## config.mk

```make
export PLATFORM = sky130hd
export DESIGN_NAME = debounce_sync
export DESIGN_NICKNAME = d
export VERILOG_FILES = /design/src/rtl/debounce_sync.sv
export SDC_FILE = /design/constraint.sdc
export NUM_CORES = 1
export LEC_CHECK = 0
export ABC_AREA = 1
export CAP_MARGIN = 20
export CORE_MARGIN = 2
export CORE_UTILIZATION = 50
export CTS_CLUSTER_DIAMETER = 50
export DETAILED_ROUTE_END_ITERATION = 6
export PLACE_DENSITY = 0.75
export SYNTH_ARGS = -nofsm -noshare
export SYNTH_HDL_FRONTEND = slang
export SYNTH_SLANG_ARGS = --single-unit
```

## constraint.sdc

```tcl
create_clock -name clock -period 1.9 [get_ports clock]
set_input_delay 0.19 -clock clock [delete_from_list [all_inputs] [get_ports clock]]
set_output_delay 0.19 -clock clock [all_outputs]
set_load 0.03 [all_outputs]
```

## src/rtl/debounce_sync.sv

```systemverilog
// rtl/debounce_sync.sv - two-flop synchronizer plus four-state debounce FSM; optional glitch counter under DEBOUNCE_GLITCH_CNT_EN
module debounce_sync #(
    parameter int DELAY = 270000,
    parameter int CNT_W = 20
) (
    input  logic       clock,
    input  logic       reset,
    input  logic       in,
    output logic       out
`ifdef DEBOUNCE_GLITCH_CNT_EN
    ,
    output logic [7:0] glitch_count
`endif
);

    localparam logic [1:0] STABLE_LOW  = 2'd0;
    localparam logic [1:0] CHECK_HIGH  = 2'd1;
    localparam logic [1:0] STABLE_HIGH = 2'd2;
    localparam logic [1:0] CHECK_LOW   = 2'd3;

    // Final count value before a new level is accepted; DELAY=1 accepts on the first check sample.
    localparam logic [CNT_W-1:0] LAST = CNT_W'(DELAY - 1);

    logic             sync1;
    logic             sync2;
    logic [1:0]       state;
    logic [CNT_W-1:0] count;

    // Two-flop synchronizer; only sync2 is consumed by the FSM.
    always_ff @(posedge clock) begin
        if (reset) begin
            sync1 <= 1'b0;
            sync2 <= 1'b0;
        end else begin
            sync1 <= in;
            sync2 <= sync1;
        end
    end

    // Debounce FSM: a new level must be seen DELAY consecutive times in a check state.
    always_ff @(posedge clock) begin
        if (reset) begin
            state <= STABLE_LOW;
            count <= '0;
            out   <= 1'b0;
        end else begin
            case (state)
                STABLE_LOW: begin
                    out <= 1'b0;
                    if (sync2) begin
                        state <= CHECK_HIGH;
                        count <= '0;
                    end
                end
                CHECK_HIGH: begin
                    if (!sync2) begin
                        state <= STABLE_LOW;
                        out   <= 1'b0;
                    end else if (count == LAST) begin
                        state <= STABLE_HIGH;
                        out   <= 1'b1;
                    end else begin
                        count <= count + CNT_W'(1);
                        out   <= 1'b0;
                    end
                end
                STABLE_HIGH: begin
                    out <= 1'b1;
                    if (!sync2) begin
                        state <= CHECK_LOW;
                        count <= '0;
                    end
                end
                default: begin
                    if (sync2) begin
                        state <= STABLE_HIGH;
                        out   <= 1'b1;
                    end else if (count == LAST) begin
                        state <= STABLE_LOW;
                        out   <= 1'b0;
                    end else begin
                        count <= count + CNT_W'(1);
                        out   <= 1'b1;
                    end
                end
            endcase
        end
    end

`ifdef DEBOUNCE_GLITCH_CNT_EN
    logic abort;

    // An opposite-level sample while checking means the candidate transition was rejected.
    always_comb begin
        abort = 1'b0;
        if (state == CHECK_HIGH && !sync2) abort = 1'b1;
        if (state == CHECK_LOW  &&  sync2) abort = 1'b1;
    end

    // Saturating count of rejected transitions.
    always_ff @(posedge clock) begin
        if (reset) begin
            glitch_count <= 8'd0;
        end else if (abort && glitch_count != 8'hFF) begin
            glitch_count <= glitch_count + 8'd1;
        end
    end
`endif

endmodule

```

# ---- After elaboration in Yosys (flattened, before gate mapping)
# Cells that the tools add are included.
dict set report op_classes {
  n_addsub 1
  eq_ne 8
  mux 18
  n_reduce_logical 4
}
# operator n
set op_table {}
lappend op_table {{$mux 20} 5}
lappend op_table {{$pmux 20 s3} 1}
lappend op_table {{$add 20x1->20 const B} 1}
lappend op_table {{$eq 20x19->1 const B} 1}
lappend op_table {{$mux 2} 6}
lappend op_table {{$reduce_and 4->1} 2}
lappend op_table {{$ne 2x2->1 const B} 3}
lappend op_table {{$pmux 2 s3} 1}
lappend op_table {{$mux 1} 4}
lappend op_table {{$reduce_bool 4->1} 1}
lappend op_table {{$ne 3x1->1 const B} 1}
lappend op_table {{$ne 3x3->1 const B} 1}
lappend op_table {{$pmux 1 s3} 1}
lappend op_table {{$eq 2x1->1 const B} 1}
lappend op_table {{$eq 2x2->1 const B} 1}
lappend op_table {{$logic_not 2->1} 1}
dict set report totals {
  reg_bits 25
  input_bits 3
  out_inout_bits 1
  wordCells 36
}

# ---- Longest topological paths before layout
dict set report logic_depth {
  ltp_word 4
  depth_mapped 11
  depth_no_buf 11
}

# ---- Least setup slack after synthesis
# Ideal clock, no wire load.
dict set report synth_timing {
  path_kind {register to register}
  start {register state[0]}
  end {register count[19]}
  setup_ps 74
  arrival_ps 1638
  required_ps 1826
  setup_slack_ps 188
  stages_incl_launch_ff 10
  path_buffers 0
  period_less_slack_ps 1712
  cell_sequence {dfxtp_1 > inv_1 > ha_1 > nor2_2 > inv_1 > nor2_1 > inv_1 > nor2_4 > nand2_1 > o21ai_0}
}
dict set report synth_via {
  elab_chain_cells 3
  word_cells_on_any_way 9
  classes_between {6 x eq/ne; 1 x mux; 2 x reduce/logical}
}
# item line_no
set synth_lines {}
lappend synth_lines {{start, declared} 26} ;# logic [1:0] state;
lappend synth_lines {{start signal, assigned} 43} ;# state <= STABLE_LOW;
lappend synth_lines {{start signal, assigned} 51} ;# state <= CHECK_HIGH;
lappend synth_lines {{start signal, assigned} 57} ;# state <= STABLE_LOW;
lappend synth_lines {{$eq 2x1->1 (tied with other cells)} 47} ;# case (state)
lappend synth_lines {{$ne 3x1->1 (no line) / $ne 2x2->1 (equally long branches)} -}
lappend synth_lines {{$reduce_and 4->1 (no line)} -}
lappend synth_lines {{end signal, assigned} 63} ;# count <= count + CNT_W'(1);
lappend synth_lines {{end signal, assigned} 82} ;# count <= count + CNT_W'(1);
lappend synth_lines {{end, declared} 27} ;# logic [CNT_W-1:0] count;
# Several ways; a longest one is shown, not always the timed one.
# A chain may end at the register's enable or synchronous reset.

# ---- Final worst setup path
dict set report layout_timing {
  start {register state[0]}
  end {register count[15]}
}
# Same word-level chain as after synthesis.

==> impl_results.md <==
- Fin. Hold Viols: 0
- VDD IR-drop max: 0.5161 mV
- Row count: 21
- Hold buffer count at cts: 0
- Fin crit share: 0.9159
- Gr usage total: 0.2120
- Mapped cell area: 1724 um2
- Final core utilization: 0.5733
- Destination of the worst hold path: sync1
- Total grt overflow: 0
- Clk_lat worst skew: 0.33 ns
- Die span in x: 62.72 um
- Wire per inst: 11.09 um
- Fin crit period: 1.740 ns
- Hold wc startpoint: in
- Seq/Total Area, Yosys: 0.2903
- Post-Place Worst Slack: -0.01749 ns
- CP required: 2.18 ns
- Mapped Cells: 287
- CP endpoint kind: register
- Layout Cells excl Fill: 345
- IO Pins: 4
- Post-DP HPWL: 2964 um
- DRT iter0 DRCs: 67
- Nets: 308
- First-pass GRT wire length: 6803 um
- H-tree levels: 1
- Worst setup margin: 0.1598 ns
- Max Cap Viol: 0
- FF-to-FF path depth: 9
- Worst-Margin Slew: 0.3268 ns
- Router iterations before antenna repair: 4
- Setup tns final: 0 ns
- PortBufs: 3
- CTS Sinks: 25
- Slew HR: 0.7821
- RR Endpoint: count[15]
- EDFF count, synth: 0
- Met3 Usage GRT: 0.04685
- Core ar.: 3337 um2
- Most area-hungry cell type in the Yosys netlist: dfxtp_1
- Hold WS: 0.3490 ns
- Dpl cell area: 1859 um2
- Worst R2R Setup Slack: 0.16 ns
- Maximum clock insertion buffer count: 2
- CTS root buf: clkbuf_4
- Hold WC Path Type: in -> reg
- Final setup vio count: 0
- Worst setup SP type: register
- Detailed-route DRC error count: 0
- Pwr Total: 0.8574 mW
- Distinct cells, synth: 28
- Crit-path max FO: 6
- Starting Density: 0.5167
- DIE HEIGHT: 62.72 um
- Post-route cell area: 1913 um2
- Dpl cells: 341
- Net Count, Synth: 295
- Clk_skew: 0.01065 ns
- Run status: complete, no violations
- Crit path DAT: 2.02 ns
- Post-synth top cells: 101 x nand2_1, 42 x nor2_1, 40 x inv_1
- PwrDens: 448.2 nW/um2
- Fmax: 0.5747 GHz
- Post-CTS setup buffers: 0
- Main synth FF type: dfxtp_1
- Launch point of the worst path: state[0]
- Leakage: 0.8343 nW
- Die area: 3934 um2
- #FFs+latches synth: 25
- Max Slew Vio Count: 0
- Worst-path clk slew: 0.16 ns
- Synth top area share: 0.2903
- Hold Path Stages: 3
- Count leader, synth: nand2_1
- Met2 Track Usage GR: 0.3441
- CTS Buf Count: 3
- Largest net degree at the start of global routing: 16
- Layout area overhead: 10.96%
- Vias per cell: 4.962
- Initial antenna violation count: 0
- Critical Setup Path Class: reg -> reg
- Share of cells above drive strength 1: 0.1003
- Reg2reg start: state[0]
- Unrepaired setup endpoints after global routing: false
- Via count: 1712
- Final wirelength: 3825 um
- Top cells by area, synth: dfxtp_1 29%, nand2_1 22%, nor2_1 9.1%
- Syn avg cell area: 6.008 um2
- # diodes: 0
- CTS tree: yes
- Synthesis warning total: 0
- Met1 Track Usage GR: 0.2870
- Vias in the first global route: 1553
- Ys async rst share: 0
- Grt peak-use layer: met2
- GPL Wtd Cong: 0.8520
- Fill count: 343
- Remaining antenna violation count: 0
==> routing by layer <==
metal | vias to the layer above | share of wire
li1 | 912 | -
met1 | 749 | 0.48
met2 | 49 | 0.45
met3 | 2 | 0.060
met4 | 0 | 0.0071
met5 | - | 0
==> power breakdown <==
part / leakage [nW] / total (mW) / internal [mW] / switching, mW
registers: 0.202 / 0.532 / 0.528 / 0.00371
logic: 0.618 / 0.0681 / 0.0240 / 0.0440
clock network: 0.0139 / 0.257 / 0.0805 / 0.177
==> layout by cell type (no fill, tap or decap), drive strengths merged, types with 5 or more instances in the layout <==
master / n
nand2: 102
nor2: 46
inv: 41
dfxtp: 25
nand3: 19
buf: 12
nand4: 9
a21oi: 9
xor2: 7
o21ai: 7
ha: 5
==> final cells by class <==
class	instances	area, um2	area share
Multi-Input combinational cell	214	1050	0.5487
Sequential cell	25	501.7	0.2623
Inverter	41	153.9	0.08045
Timing Repair Buffer	15	120.1	0.06279
Tap cell	46	57.56	0.03009
Clock buffer	3	22.52	0.01177
Clock inverter	1	7.507	0.003924
==> critical path, cell delays in order, from the launching register on <==
cell and delay, ns:
dfxtp_2 0.40, inv_1 0.08, ha_1 0.25, nor2_4 0.21, inv_1 0.08, nor2_1 0.20, inv_1 0.11, nor2_4 0.20
nand2_1 0.08, nand2_1 0.07
==> registers in the layout, indices dropped and copies added, names as in the netlist, named ones only <==
| name | flops |
|---|---|
| count | 20 |
| out | 1 |
| state | 1 |
| sync1 | 1 |
| sync2 | 1 |
==> worst max-delay path by stage <==
| stage | endpoint | slack, ns | cells after the start |
|---|---|---|---|
| detailed placement | count[10] | -0.02 | 10 |
| CTS | count[15] | 0.002 | 10 |
| finish | count[15] | 0.16 | 9 |
| floorplan | count[19] | 0.19 | 9 |
| global placement | count[19] | 0.04 | 9 |
| global route | count[19] | 0.006 | 9 |
==> repair_timing <==
action / 4_1_cts / 5_1_grt
gates resized for setup: 3 / 5
endpoints found under the setup margin: 13 / 20
endpoints found under the hold margin: 0 / 0
==> logic make-up after synthesis <==
| group | synth area share |
|---|---|
| simple gates | 0.4644 |
| buf+inv | 0.1139 |
| flops | 0.2903 |
| compound gates | 0.05443 |
| xor+xnor | 0.04064 |
| fa+ha+maj | 0.03628 |
No activity file was read; power rests on OpenSTA's default activity.
